<file path="config.mk">
export PLATFORM = sky130hd
export DESIGN_NAME = lsu_ctrl
export DESIGN_NICKNAME = d
export VERILOG_FILES = /design/src/rtl/lsu_pkg.sv /design/src/rtl/lsu_load_ext.sv /design/src/rtl/lsu_ctrl.sv
export SDC_FILE = /design/constraint.sdc
export NUM_CORES = 1
export LEC_CHECK = 0
export CAP_MARGIN = 20
export CORE_MARGIN = 1.5
export CORE_UTILIZATION = 35
export DETAILED_ROUTE_END_ITERATION = 8
export PLACE_DENSITY = 0.63
export SLEW_MARGIN = 20
export SYNTH_ARGS = -nofsm -noshare
export SYNTH_HDL_FRONTEND = slang
export SYNTH_SLANG_ARGS = --single-unit
</file>
<file path="constraint.sdc">
create_clock -name clk -period 3.87 [get_ports clk]
set_input_delay 0.774 -clock clk [delete_from_list [all_inputs] [get_ports clk]]
set_output_delay 0.774 -clock clk [all_outputs]
set_load 0.02 [all_outputs]
</file>
<file path="src/rtl/lsu_pkg.sv">
// Shared load/store definitions: memop encodings, controller states and
// the small decode helpers used by the LSU controller.
package lsu_pkg;

   localparam logic [2:0] MEMOP_LB  = 3'b000;
   localparam logic [2:0] MEMOP_LH  = 3'b001;
   localparam logic [2:0] MEMOP_LW  = 3'b010;
   localparam logic [2:0] MEMOP_LBU = 3'b100;
   localparam logic [2:0] MEMOP_LHU = 3'b101;

   localparam logic [1:0] MEMOP_SB = 2'b00;
   localparam logic [1:0] MEMOP_SH = 2'b01;
   localparam logic [1:0] MEMOP_SW = 2'b10;

   typedef enum logic [1:0] {IDLE, ACC, RDW, RESP} lsu_state_t;

   function automatic logic memop_illegal(input logic we, input logic [2:0] memop);
      if (we) return memop[1:0] == 2'b11;
      return memop inside {3'b011, 3'b110, 3'b111};
   endfunction

   // Size is carried in memop[1:0] for both loads and stores.
   function automatic logic misaligned(input logic [2:0] memop, input logic [1:0] addr_lo);
      return (memop[1:0] == MEMOP_SH && addr_lo[0]) ||
             (memop[1:0] == MEMOP_SW && addr_lo != 2'b00);
   endfunction

   function automatic logic [1:0] last_byte(input logic [2:0] memop);
      return (memop[1:0] == MEMOP_SW) ? 2'd3 : 2'd1;
   endfunction

   function automatic logic [31:0] byte_lane(input logic [31:0] w, input logic [1:0] i);
      case (i)
         2'd0:    return {24'b0, w[7:0]};
         2'd1:    return {24'b0, w[15:8]};
         2'd2:    return {24'b0, w[23:16]};
         default: return {24'b0, w[31:24]};
      endcase
   endfunction

endpackage

</file>
<file path="src/rtl/lsu_load_ext.sv">
// Sign/zero extension of an assembled little-endian load value.
module lsu_load_ext
   import lsu_pkg::*;
(
   input  logic [2:0]  memop,
   input  logic [31:0] raw,
   output logic [31:0] data
);

   always_comb begin
      // NOTE: default assignment first so every path drives data; no latch is inferred.
      data = raw;
      case (memop)
         MEMOP_LB:  data = {{24{raw[7]}}, raw[7:0]};
         MEMOP_LBU: data = {24'b0, raw[7:0]};
         MEMOP_LH:  data = {{16{raw[15]}}, raw[15:0]};
         MEMOP_LHU: data = {16'b0, raw[15:0]};
         default:   data = raw;
      endcase
   end

endmodule

</file>
<file path="src/rtl/lsu_ctrl.sv">
// Load/store unit controller: accepts one access at a time, splits misaligned
// halfword/word accesses into ascending byte sub-accesses and reports completion.
module lsu_ctrl
   import lsu_pkg::*;
(
   input  logic        clk,
   input  logic        rst,
   input  logic        req_valid,
   output logic        req_ready,
   input  logic        req_we,
   input  logic [2:0]  req_memop,
   input  logic [31:0] req_addr,
   input  logic [31:0] req_wdata,
   output logic        resp_valid,
   output logic [31:0] resp_rdata,
   output logic        resp_err,
   output logic        resp_split,
   output logic [31:0] mem_addr,
   output logic [2:0]  mem_memop,
   output logic        mem_we,
   output logic [31:0] mem_datain,
   input  logic [31:0] mem_dataout
);

   lsu_state_t  state;
   logic        we_q;
   logic [2:0]  memop_q;
   logic [31:0] addr_q;
   logic [31:0] wdata_q;
   logic        split_q;
   logic [1:0]  idx_q;
   logic [1:0]  last_q;
   logic [31:0] asm_q;
   logic [31:0] asm_next;
   logic [31:0] ext_data;
   logic [1:0]  next_idx;
   logic        last;
   logic        req_mis;

   assign next_idx = idx_q + 2'd1;
   assign last     = (idx_q == last_q);
   assign req_mis  = misaligned(req_memop, req_addr[1:0]);

   // Merge the byte arriving this cycle so the final byte is visible to the extender.
   always_comb begin
      asm_next = asm_q;
      asm_next[{idx_q, 3'b000} +: 8] = mem_dataout[7:0];
   end

   lsu_load_ext u_load_ext (
      .memop (memop_q),
      .raw   (asm_next),
      .data  (ext_data)
   );

   // NOTE: all state and registered outputs use non-blocking assignments.
   always_ff @(posedge clk) begin
      if (rst) begin
         state      <= IDLE;
         req_ready  <= 1'b1;
         resp_valid <= 1'b0;
         resp_rdata <= '0;
         resp_err   <= 1'b0;
         resp_split <= 1'b0;
         mem_addr   <= '0;
         mem_memop  <= '0;
         mem_we     <= 1'b0;
         mem_datain <= '0;
         we_q       <= 1'b0;
         memop_q    <= '0;
         addr_q     <= '0;
         wdata_q    <= '0;
         split_q    <= 1'b0;
         idx_q      <= '0;
         last_q     <= '0;
         asm_q      <= '0;
      end else begin
         resp_valid <= 1'b0;
         mem_we     <= 1'b0;
         case (state)
            IDLE: if (req_valid) begin
               we_q      <= req_we;
               memop_q   <= req_memop;
               addr_q    <= req_addr;
               wdata_q   <= req_wdata;
               req_ready <= 1'b0;
               if (memop_illegal(req_we, req_memop)) begin
                  state      <= RESP;
                  resp_valid <= 1'b1;
                  resp_err   <= 1'b1;
                  resp_rdata <= '0;
                  resp_split <= 1'b0;
               end else begin
                  state    <= ACC;
                  split_q  <= req_mis;
                  idx_q    <= 2'd0;
                  last_q   <= req_mis ? last_byte(req_memop) : 2'd0;
                  asm_q    <= '0;
                  mem_addr <= req_addr;
                  mem_we   <= req_we;
                  if (req_mis) begin
                     mem_memop  <= req_we ? {1'b0, MEMOP_SB} : MEMOP_LBU;
                     mem_datain <= byte_lane(req_wdata, 2'd0);
                  end else begin
                     mem_memop  <= req_memop;
                     mem_datain <= req_wdata;
                  end
               end
            end
            ACC: begin
               if (!we_q) begin
                  state <= RDW;
               end else if (last) begin
                  state      <= RESP;
                  resp_valid <= 1'b1;
                  resp_err   <= 1'b0;
                  resp_rdata <= '0;
                  resp_split <= split_q;
               end else begin
                  idx_q      <= next_idx;
                  mem_addr   <= addr_q + {30'b0, next_idx};
                  mem_datain <= byte_lane(wdata_q, next_idx);
                  mem_we     <= 1'b1;
               end
            end
            RDW: begin
               if (!split_q || last) begin
                  state      <= RESP;
                  resp_valid <= 1'b1;
                  resp_err   <= 1'b0;
                  resp_split <= split_q;
                  resp_rdata <= split_q ? ext_data : mem_dataout;
               end else begin
                  state      <= ACC;
                  idx_q      <= next_idx;
                  mem_addr   <= addr_q + {30'b0, next_idx};
                  mem_datain <= byte_lane(wdata_q, next_idx);
               end
               if (split_q) asm_q <= asm_next;
            end
            RESP: begin
               state     <= IDLE;
               req_ready <= 1'b1;
            end
            default: state <= IDLE;
         endcase
      end
   end

endmodule

</file>
==> results of run 1 <==
## synthesized netlist by cell type, types with 3 or more instances
cell type | number | area share
nand2_1 | 235 | 0.091
dfxtp_1 | 210 | 0.43
a21oi_1 | 154 | 0.080
clkbuf_1 | 69 | 0.027
nand3_1 | 69 | 0.036
nor2_1 | 44 | 0.017
inv_1 | 34 | 0.013
o22ai_1 | 32 | 0.021
o211ai_1 | 22 | 0.017
mux2i_1 | 20 | 0.021
a22oi_1 | 19 | 0.015
nor2b_1 | 17 | 0.011
o21ai_0 | 16 | 0.0083
xnor2_1 | 16 | 0.014
buf_2 | 14 | 0.0072
a211oi_1 | 13 | 0.010
nand2b_1 | 13 | 0.0084
nor3_1 | 13 | 0.0067
a211o_1 | 12 | 0.011
ha_1 | 12 | 0.016
a221o_1 | 9 | 0.0093
nor4_1 | 9 | 0.0058
a222oi_1 | 8 | 0.0083
nand3b_1 | 8 | 0.0062
a22o_1 | 7 | 0.0063
a32oi_1 | 7 | 0.0063
o2bb2ai_1 | 7 | 0.0063
xor2_1 | 6 | 0.0054
and3_1 | 5 | 0.0032
and4_1 | 5 | 0.0045
nand4_1 | 5 | 0.0032
o31ai_1 | 4 | 0.0031
a2111oi_4 | 3 | 0.0085
a311o_1 | 3 | 0.0031
a311oi_1 | 3 | 0.0027
a31oi_1 | 3 | 0.0019
buf_4 | 3 | 0.0023
o31a_1 | 3 | 0.0027
## worst max-delay path by stage
stage | start | endpoint | slack (ps) | cells after the start
6_report | idx_q[0]$_SDFFE_PP0P_ | mem_addr[20]$_SDFFE_PP0P_ | 650 | 8
5_1_grt | idx_q[0]$_SDFFE_PP0P_ | mem_addr[14]$_SDFFE_PP0P_ | 450 | 8
4_1_cts | idx_q[0]$_SDFFE_PP0P_ | mem_addr[20]$_SDFFE_PP0P_ | 630 | 8
3_5_place_dp | req_we | resp_rdata[10]$_SDFFE_PP0P_ | 580 | 7
3_3_place_gp | req_we | resp_rdata[1]$_SDFFE_PP0P_ | 670 | 7
2_1_floorplan | idx_q[0]$_SDFFE_PP0P_ | mem_addr[17]$_SDFFE_PP0P_ | 880 | 10
## power by group through the flow
stage	sequential, mW	clock [mW]	combinational [mW]
floorplan	3.21	0	2.42
global placement	2.94	0	4.08
detailed placement	2.95	0	4.12
CTS	2.91	2.49	4.13
global route	2.97	2.58	4.51
finish	2.91	2.43	4.12
## stage by stage
| step | power, mW | hold WS, ps |
|---|---|---|
| after floorplan | 5.63 | 428 |
| after detailed placement | 7.07 | 443 |
| after CTS | 9.53 | 452 |
| after global routing | 10.1 | 470 |
| after global placement | 7.03 | 437 |
| final | 9.46 | 451 |
## worst max-delay path: cells and delay by family (launching register included)
kind                     cells  cell delay (ps)
buffers and inverters        1              110
AND/OR/NAND/NOR              3              710
adder cells (fa/ha/maj)      2              900
flip-flops                   1              550
AO/OA/AOI/OAI                2              840
## sequential cells by signal (all words and copies together), names as in the netlist
signal	count
memop_q	3
wdata_q	32
state	2
resp_rdata	32
resp_err	1
resp_valid	1
addr_q	32
mem_memop	3
mem_datain	32
idx_q	2
resp_split	1
mem_addr	32
last_q	2
mem_we	1
we_q	1
req_ready	1
asm_q	32
## cell families after synthesis
logic type               count (synthesis)  share of synthesized area
AO/OA/AOI/OAI                          344                      0.238
XOR/XNOR                                22                     0.0199
adder cells (fa/ha/maj)                 13                     0.0176
buffers and inverters                  125                     0.0522
flip-flops                             210                      0.434
multiplexers                            20                     0.0207
AND/OR/NAND/NOR                        448                      0.217
## final cells by class
class                      count  area, um2
tap                          341        427
inverter                      36        135
timing repair buffer         224       2230
multi-input combinational    847       4980
fill                        2632      14200
clock buffer                  36        727
clock inverter                 7        119
antenna                        2       5.00
sequential                   210       4200
## routing by layer
layer | global-route usage | wire length [um] | vias up
met5 | 0 | 0 | -
li1 | - | - | 4553
met3 | 0.0494 | 2360 | 27
met2 | 0.320 | 13100 | 284
met1 | 0.274 | 13600 | 4310
met4 | 0.0458 | 386 | 0
==> flow_summary.ini, run 1 <==
[run_status]
status = finished clean

[yosys]
syn_area_um2 = 9680
ys_ff_latch = 210
syn_inst = 1182
synth_edf_count = 0
yosysSeqAreaShare = 0.434
synth_nets = 1298
yosys_warnings = 0
synth_area_per_cell_um2 = 8.19
ys.flop_type = dfxtp_1
ys_types = 76
synthArstFlopShare = 0

[cells_and_area]
fin_area_um2 = 12800
fin_nets = 1460
fin_util = 0.474
final_common_cell = nand2_1
drive_gt1_frac = 0.0588
stdcell_count = 1703
final_cell_mix = nand2_1 (234), dfxtp_1 (210), clkdlybuf4s50_1 (205)
synthToLayoutAreaGrowth_pct = 32.5

[global_routing]
grt-ovfl-total = 0
grt_use_total = 0.201
grt_pass1_vias = 8571
grt_max_degree = 103
grt_antenna_before_repair = 2
grt_pass1_wl_mm = 46.6

[critical_path]
cpMostUsedCell = nand2_1
worstSetupPathType = reg -> reg
cpPeakStageDelay_ps = 550
crit_slowest_cell = dfxtp_1
reg2reg_depth = 8
path_cells = inv_1 > ha_1 > fa_1 > and3_1 > nand2_1 > o31a_1 > o311ai_0 > nand2_1
crit_path_end_kind = flip-flop
reg2reg_to = mem_addr[20]$_SDFFE_PP0P_
r2r_start = idx_q[0]$_SDFFE_PP0P_
start_kind = flip-flop
rrSetupSlack_ps = 650
path_max_fanout = 13
critPathArrivalTime_ps = 3610
worst_ep_required_time_ps = 4270

[job]
drv_cap = 0

[sta]
hold_viol_final = 0
tightest_slew_ps = 974
tns_ps = 0
max_freq_mhz = 311
post-route-period-util = 0.831
period_minus_slack_ps = 3220
worst_clock_skew_ps = 17.3
rsz0062_at_grt = no
drv_slew = 0
setup_viol = 0
max_slew_margin = 0.351
setup_ws_ps = 655

[cts]
post_cts_buffers = 0
insertion_delay_ps = 530
cts_tree = built
clock_sinks = 210
cts_buffer_depth = 3
cts-root-buf = clkbuf_16
htreeDepth = 1
hold_buffers = 0
cts_resized = 0
path_clk_slew_ps = 60
numCtsBuffers = 25

[placement]
placed_area_um2 = 12000
io_buffers = 206
gp_congestion = 0.860
dpl_worst_slack_ps = 580
hpwl_mm = 20.0
dp_cells = 1657

[floorplanning]
coreArea_um2 = 27000
io_pins = 207
initial_core_util = 0.358
rows = 60
fp.dieH_um = 169
die_w_um = 169
dieArea_um2 = 28700

[drt]
first_pass_iters = 5
postRouteAntennaNets = 0
drc = 0
wl_per_cell_um = 17.3
viasPerCell = 5.39
dr.first_iter.drc_count = 622
routed_wl_mm = 29.5
vias = 9174

[pwr]
power.density_nw_per_um2 = 737
p_int_mw = 5.70
power_frac_comb = 0.435
power_switching_mw = 3.76
p_sw_frac = 0.398
ir_drop_v = 0.000385
leakagePower_nw = 4.24
seqPwrFrac = 0.308
p_clk_frac = 0.257

[min_path]
min_path_type = reg -> reg
min_path_cells = 2
min_from = resp_rdata[12]$_SDFFE_PP0P_
hold_end = resp_rdata[12]$_SDFFE_PP0P_
Note: power is estimated with default switching activity, not from simulation.
==> run 2, diff against run 1 <==
==> constraint.sdc (replaced) <==
create_clock -name clk -period 3.1 [get_ports clk]
set_input_delay 0.62 -clock clk [delete_from_list [all_inputs] [get_ports clk]]
set_output_delay 0.62 -clock clk [all_outputs]
set_load 0.02 [all_outputs]
==> flow_summary.ini, run 2 (synthesized netlist as in run 1, its figures left out) <==
[run_status]
status = finished clean

[sta]
drv_slew = 0
max_freq_mhz = 371
tns_ps = 0
setup_viol = 0
tightest_slew_ps = 966
max_slew_margin = 0.351
worst_clock_skew_ps = 12.3
period_minus_slack_ps = 2690
rsz0062_at_grt = no
post-route-period-util = 0.868
hold_viol_final = 0

[cts]
clock_sinks = 210
insertion_delay_ps = 520
cts_resized = 0
cts-root-buf = clkbuf_16
cts_tree = built
post_cts_buffers = 0
cts_buffer_depth = 3
numCtsBuffers = 25
htreeDepth = 1
path_clk_slew_ps = 60
hold_buffers = 0

[placement]
io_buffers = 206
dp_cells = 1674
hpwl_mm = 20.5
gp_congestion = 0.836
placed_area_um2 = 12100

[floorplanning]
rows = 60
initial_core_util = 0.358
dieArea_um2 = 28700
die_w_um = 169
coreArea_um2 = 27000
fp.dieH_um = 169
io_pins = 207

[critical_path]
crit_path_end_kind = flip-flop
reg2reg_depth = 8
cpMostUsedCell = nand2_1
cpPeakStageDelay_ps = 400
critPathArrivalTime_ps = 3090
crit_slowest_cell = o31a_1
start_kind = flip-flop
path_max_fanout = 13
path_cells = inv_1 > ha_1 > fa_1 > and3_1 > nand2_1 > o31a_1 > o311ai_0 > nand2_1
worstSetupPathType = reg -> reg
worst_ep_required_time_ps = 3500

[cells_and_area]
stdcell_count = 1718
final_cell_mix = nand2_1 (234), dfxtp_1 (210), clkdlybuf4s50_1 (205)
synthToLayoutAreaGrowth_pct = 33.1
fin_nets = 1477
drive_gt1_frac = 0.0676
fin_area_um2 = 12900
final_common_cell = nand2_1

[min_path]
min_path_type = reg -> reg
min_path_cells = 2

[drt]
viasPerCell = 5.41
vias = 9301
first_pass_iters = 7
drc = 0
routed_wl_mm = 30.3
dr.first_iter.drc_count = 607
wl_per_cell_um = 17.6
postRouteAntennaNets = 0

[pwr]
total_power_mw = 11.7
power.density_nw_per_um2 = 905
ir_drop_v = 0.000468
leakagePower_nw = 4.30

[global_routing]
grt-ovfl-total = 0
grt_antenna_before_repair = 2
grt_pass1_vias = 8715
grt_max_degree = 107
grt_pass1_wl_mm = 47.7
grt_use_total = 0.205

[job]
drv_cap = 0
## run 2: cell types whose count changed in the layout (fill, tap and decap cells not counted)
| cell | before | now |
|---|---|---|
| clkinvlp_4 | 2 | 1 |
| buf_4 | 15 | 30 |
| buf_12 | 2 | 4 |
| clkbuf_8 | 6 | 5 |
| clkbuf_1 | 5 | 8 |
| diode_2 | 2 | 1 |
| bufinv_16 | 3 | 0 |
| clkinv_4 | 0 | 1 |
## run 2: per-layer routing
metal | track usage | routed length, um | vias up
met5 | 0 | 0 | -
met4 | 0.0485 | 467 | 0
met3 | 0.0420 | 2050 | 36
met2 | 0.333 | 13800 | 257
met1 | 0.279 | 14000 | 4427
li1 | - | - | 4581
## run 2: area by class of cell
| cell class | instances | area, um2 |
|---|---|---|
| Antenna cell | 1 | 2.50 |
| Clock buffer | 38 | 724 |
| Timing Repair Buffer | 241 | 2380 |
| Fill cell | 2694 | 14100 |
| Inverter | 36 | 135 |
| Tap cell | 341 | 427 |
| Clock inverter | 4 | 30.0 |
| Multi-Input combinational cell | 847 | 4980 |
| Sequential cell | 210 | 4200 |
## run 2: where the power goes
group          switching (mW)  internal, mW  total, mW
clock                    1.14          1.60       2.74
combinational            3.23          2.08       5.31
sequential              0.367          3.25       3.61
## run 2: path summary, 6_finish.rpt
check	slack (ps)	to	startpoint
max	410	mem_addr[20]$_SDFFE_PP0P_	idx_q[1]$_SDFFE_PP0P_
min	450	asm_q[11]$_SDFFE_PP0P_	asm_q[11]$_SDFFE_PP0P_
max reg2reg	410	mem_addr[20]$_SDFFE_PP0P_	idx_q[1]$_SDFFE_PP0P_
min reg2reg	450	asm_q[11]$_SDFFE_PP0P_	asm_q[11]$_SDFFE_PP0P_
## run 2: worst max-delay path: cells and delay by family (launching register included)
| kind | cells | cell delay [ps] |
|---|---|---|
| buf+inv | 1 | 70 |
| simple gates | 3 | 690 |
| compound gates | 2 | 790 |
| flops | 1 | 320 |
| fa+ha+maj | 2 | 690 |
## run 2: metrics by stage
stage               utilization  hold WS (ps)  worst slack, ps
floorplan                     -           428              115
global placement          0.448           436              245
global route              0.477           472              218
detailed placement        0.448           442              172
finish                    0.477           447              408
CTS                       0.476           451              379
